`config.mk`:
```
export PLATFORM = sky130hd
export DESIGN_NAME = key_entry_buffer_flat
export DESIGN_NICKNAME = d
export VERILOG_FILES = /design/src/rtl/key_entry_buffer_if.sv /design/src/rtl/key_entry_buffer.sv /design/src/flat_wrapper.sv
export SDC_FILE = /design/constraint.sdc
export NUM_CORES = 1
export LEC_CHECK = 0
export BUFFER_PORTS_ARGS = -buffer_cell sky130_fd_sc_hd__buf_4
export CELL_PAD_IN_SITES_DETAIL_PLACEMENT = 0
export CELL_PAD_IN_SITES_GLOBAL_PLACEMENT = 1
export CORE_AREA = 10 10 99 101
export DETAILED_ROUTE_END_ITERATION = 8
export DIE_AREA = 0 0 109 111
export GPL_TIMING_DRIVEN = 0
export PLACE_DENSITY_LB_ADDON = 0.12
export SYNTH_ARGS = -nofsm -noshare
export SYNTH_HDL_FRONTEND = slang
export SYNTH_SLANG_ARGS = --single-unit
export TNS_END_PERCENT = 5
```
`constraint.sdc`:
```
create_clock -name clock -period 3.3 [get_ports clock]
set_clock_uncertainty 0.1 [all_clocks]
set_input_delay 0.66 -clock clock [delete_from_list [all_inputs] [get_ports clock]]
set_output_delay 0.66 -clock clock [all_outputs]
set_load 0.05 [all_outputs]
```
`src/rtl/key_entry_buffer_if.sv`:
```
// Keypad-to-decider bundle: key code strobe in, assembled frame and status strobes out.
// No backpressure: every signal is a single-cycle strobe or a level held by the buffer.
interface key_entry_buffer_if #(
    parameter int DIGITS = 4
);
    localparam int CW = $clog2(DIGITS + 1);

    logic [3:0]          Code;
    logic                Valid;
    logic [4*DIGITS-1:0] entry_data;
    logic                entry_valid;
    logic                entry_err;
    logic                timeout;
    logic [CW-1:0]       digit_count;
    logic                busy;

    modport master (
        output Code, Valid,
        input  entry_data, entry_valid, entry_err, timeout, digit_count, busy
    );

    modport slave (
        input  Code, Valid,
        output entry_data, entry_valid, entry_err, timeout, digit_count, busy
    );
endinterface

```
`src/rtl/key_entry_buffer.sv`:
```
// Assembles keypad digits into a DIGITS-wide frame with clear/enter keys and idle timeout.
// Strobes are registered (one cycle after the key); no backpressure, every key is processed.
module key_entry_buffer #(
    parameter int DIGITS         = 4,
    parameter int TIMEOUT_CYCLES = 5000000
) (
    input logic            clock,
    input logic            reset,
    key_entry_buffer_if.slave kif
);
    localparam int BW = 4 * DIGITS;
    localparam int CW = $clog2(DIGITS + 1);
    localparam int TW = $clog2(TIMEOUT_CYCLES);

    typedef enum logic [1:0] {IDLE, COLLECT, FULL} state_t;

    state_t          state, state_n;
    logic [BW-1:0]   buf_q, buf_n;
    logic [BW-1:0]   data_q, data_n;
    logic [CW-1:0]   cnt_q, cnt_n;
    logic [TW-1:0]   idle_q, idle_n;
    logic            valid_q, valid_n;
    logic            err_q, err_n;
    logic            to_q, to_n;

    logic is_digit, is_clear, is_enter;

    assign is_digit = kif.Valid && (kif.Code <= 4'd9);
    assign is_clear = kif.Valid && (kif.Code == 4'd10);
    assign is_enter = kif.Valid && (kif.Code == 4'd11);

    always_ff @(posedge clock) begin
        if (reset) begin
            state   <= IDLE;
            buf_q   <= '0;
            data_q  <= '0;
            cnt_q   <= '0;
            idle_q  <= '0;
            valid_q <= 1'b0;
            err_q   <= 1'b0;
            to_q    <= 1'b0;
        end else begin
            state   <= state_n;
            buf_q   <= buf_n;
            data_q  <= data_n;
            cnt_q   <= cnt_n;
            idle_q  <= idle_n;
            valid_q <= valid_n;
            err_q   <= err_n;
            to_q    <= to_n;
        end
    end

    always_comb begin
        state_n = state;
        buf_n   = buf_q;
        data_n  = data_q;
        cnt_n   = cnt_q;
        idle_n  = idle_q;
        valid_n = 1'b0;
        err_n   = 1'b0;
        to_n    = 1'b0;

        if (is_digit) begin
            // A digit arriving on a full buffer is dropped but still counts as activity.
            if (state != FULL) begin
                buf_n   = (buf_q << 4) | BW'(kif.Code);
                cnt_n   = cnt_q + CW'(1);
                state_n = (cnt_n == CW'(DIGITS)) ? FULL : COLLECT;
            end
            idle_n = '0;
        end else if (is_clear || is_enter) begin
            if (is_enter) begin
                if (state == FULL) begin
                    valid_n = 1'b1;
                    data_n  = buf_q;
                end else begin
                    err_n = 1'b1;
                end
            end
            buf_n   = '0;
            cnt_n   = '0;
            idle_n  = '0;
            state_n = IDLE;
        end else if (state != IDLE) begin
            // Firing one count early makes the strobe land TIMEOUT_CYCLES after the last key.
            if (idle_q == TW'(TIMEOUT_CYCLES - 2)) begin
                to_n    = 1'b1;
                buf_n   = '0;
                cnt_n   = '0;
                idle_n  = '0;
                state_n = IDLE;
            end else begin
                idle_n = idle_q + TW'(1);
            end
        end
    end

    assign kif.entry_data  = data_q;
    assign kif.entry_valid = valid_q;
    assign kif.entry_err   = err_q;
    assign kif.timeout     = to_q;
    assign kif.digit_count = cnt_q;
    assign kif.busy        = (state != IDLE);
endmodule

```
`src/flat_wrapper.sv`:
```
// flat-port wrapper written by rule: the top's interface ports become plain ports
module key_entry_buffer_flat 
#(
    parameter int DIGITS         = 4,
    parameter int TIMEOUT_CYCLES = 5000000
)
  (clock, reset, kif_Code, kif_Valid, kif_entry_data, kif_entry_valid, kif_entry_err, kif_timeout, kif_digit_count, kif_busy);
  key_entry_buffer_if #(.DIGITS(DIGITS)) kif_i ();
  input logic clock;
  input logic reset;
  input wire logic [$bits(kif_i.Code)-1:0] kif_Code;
  input wire logic [$bits(kif_i.Valid)-1:0] kif_Valid;
  output wire logic [$bits(kif_i.entry_data)-1:0] kif_entry_data;
  output wire logic [$bits(kif_i.entry_valid)-1:0] kif_entry_valid;
  output wire logic [$bits(kif_i.entry_err)-1:0] kif_entry_err;
  output wire logic [$bits(kif_i.timeout)-1:0] kif_timeout;
  output wire logic [$bits(kif_i.digit_count)-1:0] kif_digit_count;
  output wire logic [$bits(kif_i.busy)-1:0] kif_busy;
  assign kif_i.Code = kif_Code;
  assign kif_i.Valid = kif_Valid;
  assign kif_entry_data = kif_i.entry_data;
  assign kif_entry_valid = kif_i.entry_valid;
  assign kif_entry_err = kif_i.entry_err;
  assign kif_timeout = kif_i.timeout;
  assign kif_digit_count = kif_i.digit_count;
  assign kif_busy = kif_i.busy;
  key_entry_buffer #(.DIGITS(DIGITS), .TIMEOUT_CYCLES(TIMEOUT_CYCLES)) u_core (.clock(clock), .reset(reset), .kif(kif_i));
endmodule
```
## Word-level counts from Yosys, hierarchy flattened

Index checks and enable logic that the tools add are counted.

| storage, ports and cells | value |
|---|---|
| bits in registers | 63 |
| input port bits | 7 |

| cells by class | value |
|---|---|
| add/subtract/negate cells | 2 |
| $lt $le $gt $ge | 1 |
| equal/unequal tests | 7 |
| mux-type cells | 20 |
| bitwise logic cells | 5 |
| reductions and logical operators | 12 |

Operators by type and width:

| cell | count |
|---|---|
| two-way mux 16 bit | 5 |
| adder 23 x 1 -> 23 bit (second input constant) | 1 |
| == test 23 bit (second input constant) | 1 |
| two-way mux 23 bit | 1 |
| OR 16 x 4 -> 16 bit | 1 |
| two-way mux 3 bit | 5 |
| two-way mux 2 bit | 6 |
| == test 4 bit (second input constant) | 2 |
| OR reduction 4 bit | 2 |
| nonzero test 3 bit | 2 |
| <= comparator 4 bit (second input constant) | 1 |
| != test 2 bit (second input constant) | 2 |
| inverter 1 bit | 4 |
| AND reduction 4 bit | 1 |
| adder 3 x 1 -> 3 bit (second input constant) | 1 |
| == test 3 bit (second input constant) | 1 |
| logical AND 1 bit | 3 |
| two-way mux 1 bit | 3 |
| AND reduction 3 bit | 1 |
| OR reduction 3 bit | 1 |
| == test 2 bit (second input constant) | 1 |
| nonzero test 2 bit | 1 |
| logical OR 1 bit | 1 |

## Depth between registers and ports, before layout

| depth | value |
|---|---|
| word-level depth | 5 |
| gate-level depth with buffers | 7 |

## Worst setup path before layout

Ideal clock, no wire load.

| path | value |
|---|---|
| kind | input to register |
| start point | in kif_Valid |
| end point | reg u_core.state[0] |
| library setup time | 0.075 ns |
| data arrival time | 1.963 ns |
| data required time | 3.125 ns |
| slack | 1.163 ns |
| stages | 6 |
| buffers on the path | 2 |
| cells stage by stage | clkbuf_1 a21bo_2 clkbuf_1 or3_1 a2111o_1 o21ai_0 |

| between the ends | value |
|---|---|
| longest elaborated chain between the ends | 4 |
| elaborated cells on any way between the ends | 10 |

RTL lines:

| item | RTL line | source |
|---|---|---|
| start, declared | flat_wrapper.sv:12 | `input wire logic [$bits(kif_i.Valid)-1:0] kif_Valid;` |
| logical AND 1 bit (on tied branches) | key_entry_buffer.sv:29, key_entry_buffer.sv:30 |  |
| logical OR 1 bit | key_entry_buffer.sv:72 | `end else if (is_clear \|\| is_enter) begin` |
| nonzero test 3 bit (no line) or two-way mux 2 bit (tied branches) | - |  |
| AND reduction 3 bit (no line) or two-way mux 2 bit (tied branches) | - |  |
| end signal, assigned | key_entry_buffer.sv:43 | `state <= state_n;` |
| end, declared | key_entry_buffer.sv:17 | `state_t state, state_n;` |

Parallel ways exist; a longest one is shown, timed or not.
A chain may end at the register's enable or synchronous reset.

## Worst setup path after layout

| path | value |
|---|---|
| start point | reg u_core.idle_q[16] |
| end point | reg u_core.buf_q[12] |

| between the ends | value |
|---|---|
| longest elaborated chain between the ends | 3 |

RTL lines:

| item | RTL line | source |
|---|---|---|
| start, declared | key_entry_buffer.sv:21 | `logic [TW-1:0] idle_q, idle_n;` |
| start signal, assigned | key_entry_buffer.sv:47 | `idle_q <= idle_n;` |
| == test 23 bit | key_entry_buffer.sv:87 | `if (idle_q == TW'(TIMEOUT_CYCLES - 2)) begin` |
| nonzero test 3 bit (no line) | - |  |
| AND reduction 3 bit (no line) | - |  |
| end signal, assigned | key_entry_buffer.sv:44 | `buf_q <= buf_n;` |
| end, declared | key_entry_buffer.sv:18 | `logic [BW-1:0] buf_q, buf_n;` |

No other way between the ends.

==> reports/metrics.csv <==
stage,metric,value,unit
outcome,status,completed,
routing,ant_nets,0,
floorplanning,initial_core_util,38.4,%
job,cap_violations,0,
timing,rsz0062_at_grt,no,
floorplanning,die_y,111,um
placement,gp_congestion,0.772,
synth,synth_edf_count,0,
worst_setup_path,crit_family,simple AND/OR/NAND/NOR gates,
worst_setup_path,crit_chain,or2_2 > or4_4 > nor2_1 > clkbuf_2 > o21ai_0,
timing,fin_setup_tns,0,ns
cells_and_area,area_growth,16.1,%
floorplanning,die_w,109,um
worst_setup_path,critPathRequiredTime,3.41,ns
grt,track_usage,12.1,%
timing,timing.final.ws_setup,1.09,ns
synth,synth.area.mux_share,9.81,%
synth,yosys.area_share.simple,26.9,%
floorplanning,placeableCoreArea,0.00797,sq mm
power,ir_drop,0.220,mV
grt,overflow,0,
grt,grt_max_degree,11,
cells_and_area,fin_util,44.6,%
clock_network,ctsRootBufferMaster,clkbuf_8,
hold_path,min_path_type,flip-flop to flip-flop,
placement,dp_hpwl,5.07,mm
routing,routed-via-count,2585,
timing,holdWs,0.395,ns
cells_and_area,diodes,0,
synth,ys_seq_elements,63,
timing,final_hold_viol_count,0,
synth,synth-warning-count,0,
cells_and_area,nNetsFinal,401,
synth,synth_top_family_by_area,simple AND/OR/NAND/NOR gates,
timing,post-route-period-util,66.9,%
cells_and_area,seq_area,0.00126,sq mm
floorplanning,dieArea,0.0121,sq mm
synth,post_synth_num_cell_types,47,
synth,syn_avg_cell_area,8.69,sq um
synth,synth_cells,352,
routing,dr.pass1.iters,5,
routing,via_per_inst,5.18,
placement,io_buffers,27,
clock_network,cts_resized,0,
clock_network,path_clk_slew,0.06,ns
routing,drt-total-wl,7.12,mm
clock_network,clk_latency,0.34,ns
timing,maxSlewHeadroom,58.2,%
synth,syn_area,0.00306,sq mm
placement,placed_area,0.00339,sq mm
cells_and_area,multi_input_area,0.00168,sq mm
power,leakagePower,1.26,nW
timing,period_minus_slack,2.21,ns
clock_network,clock_sinks,63,
synth,synth_compound_gate_area_share,12.7,%
power,power_density,408,mW/mm^2
floorplanning,rows,33,
timing,drv_slew,0,
cells_and_area,drive_above_1_share,15.7,%
worst_setup_path,worstPathArrival,2.32,ns
synth,synthXorXnorAreaFrac,3.72,%
floorplanning,num_io_pins,30,
cells_and_area,fillers,803,
clock_network,post-cts-setup-buffer-count,0,
worst_setup_path,cp-start-kind,flip-flop,
synth,synthAdderAreaFrac,1.64,%
timing,setup_viol,0,
synth,synthArstFlopShare,0,%
worst_setup_path,r2r-start,u_core.idle_q[16],
synth,ys.flop_type,dfxtp_1,
routing,route.detailed.drc,0,
worst_setup_path,critPathMaxFanout,10,
worst_setup_path,critical-path-max-stage-delay,0.57,ns
worst_setup_path,crit_type,flip-flop to flip-flop,
synth,syn_nets,363,
clock_network,postCtsHoldBufs,0,
hold_path,min-delay-start,u_core.kif.entry_data[14],
worst_setup_path,crit_buf_inv,1,
clock_network,cts_tree,built,
clock_network,cts_buffers,9,
routing,wire_per_inst,14.3,um
grt,grt_pass1_vias,2376,
grt,grt_antenna_before_repair,0,
worst_setup_path,end_kind,flip-flop,
placement,pre_cts_ws,0.833,ns
cells_and_area,fin_area,0.00355,sq mm
grt,grt_first_pass_wirelength,12.0,mm
routing,drtIter0Drc,127,
worst_setup_path,startpoint,u_core.idle_q[16],
clock_network,clock_path_buffers,2,
timing,worstMarginPinSlew,0.622,ns
worst_setup_path,cp_slowest_cell,or4_4,
synth,yosysSeqAreaShare,41.2,%
clock_network,htreeDepth,3,
timing,max_freq,0.453,GHz
## final cells by class
type | instances | area share [%]
well taps | 105 | 3.70
clock inverters | 1 | 0.141
plain buffers | 19 | 2.61
flip-flops and latches | 63 | 35.5
inverters | 8 | 0.845
multi-input cells | 262 | 47.2
repair buffers | 27 | 5.71
clock buffers | 14 | 4.30
## cells in the mapped netlist, drive strengths merged, types with 3 or more instances
cell | instances | area (sq um)
nor2 | 39 | 146
nand4 | 6 | 52.6
and2 | 3 | 18.8
xnor2 | 9 | 78.8
nor4 | 6 | 52.6
a21oi | 14 | 96.3
a211oi | 4 | 30.0
o21ai | 23 | 115
or3 | 7 | 43.8
mux2i | 30 | 300
ha | 4 | 50.1
o31ai | 6 | 50.1
xor2 | 4 | 35.0
clkbuf | 11 | 42.5
nor4b | 3 | 26.3
inv | 8 | 30.0
nor2b | 16 | 100
nand2 | 38 | 143
dfxtp | 63 | 1260
nor3 | 19 | 95.1
buf | 8 | 50.0
nand3 | 6 | 30.0
or4 | 7 | 67.6
## per-layer routing
layer | GRT usage, % | wire (um)
met4 | 5.72 | 112
met3 | 3.37 | 341
met1 | 16.9 | 3640
met2 | 16.7 | 3030
met5 | 0 | 0
## power breakdown
group	total, W	internal, W	switching, W
Clock	0.000567	0.000289	0.000277
Combinational	0.000107	0.0000342	0.0000732
Sequential	0.000775	0.000767	0.00000750
Total	0.00145	0.00109	0.000358
## through the flow
step | cells | power (W)
6_report | 499 | 0.00145
5_1_grt | 499 | 0.00151
4_1_cts | 499 | 0.00147
3_5_place_dp | 484 | 0.000900
3_3_place_gp | 484 | 0.000901
2_1_floorplan | 352 | 0.000866
## worst paths after layout
path	cells after the start	slack, ns	endpoint
max	5	1.09	u_core.buf_q[12]
min	2	0.39	u_core.kif.entry_data[14]
max reg2reg	5	1.09	u_core.buf_q[12]
min reg2reg	2	0.39	u_core.kif.entry_data[14]
## kinds of logic after synthesis
family                   after synthesis
AO/OA/AOI/OAI                         58
flip-flops                            63
adder cells (fa/ha/maj)                4
AND/OR/NAND/NOR                      157
multiplexers                          30
XOR/XNOR                              13
buffers and inverters                 27
## worst min-delay path, cell delays in order (launching register included)
cell,delay [ns]
dfxtp_1,0.33
mux2i_1,0.06
nor2_1,0.07
## state kept, by name (all words and copies together), names as in the netlist
register,count
u_core.kif.digit_count,3
u_core.kif.timeout,1
u_core.kif.entry_valid,1
u_core.state,2
u_core.kif.entry_data,16
u_core.kif.entry_err,1
u_core.buf_q,16
u_core.idle_q,23
## cell usage in the layout (no fill, tap or decap), types with 5 or more instances in the layout
cell      instances
dfxtp_1          63
nor2_1           39
nand2_1          38
mux2i_1          30
buf_4            29
o21ai_0          21
nor3_1           19
nor2b_1          16
clkbuf_1         14
clkbuf_8         10
xnor2_1           9
inv_1             8
or3_1             7
a21oi_1           7
a21oi_2           7
nand3_1           6
nor4_1            5
nand4_1           5
o31ai_1           5
Note: power is estimated with default switching activity, not from simulation.
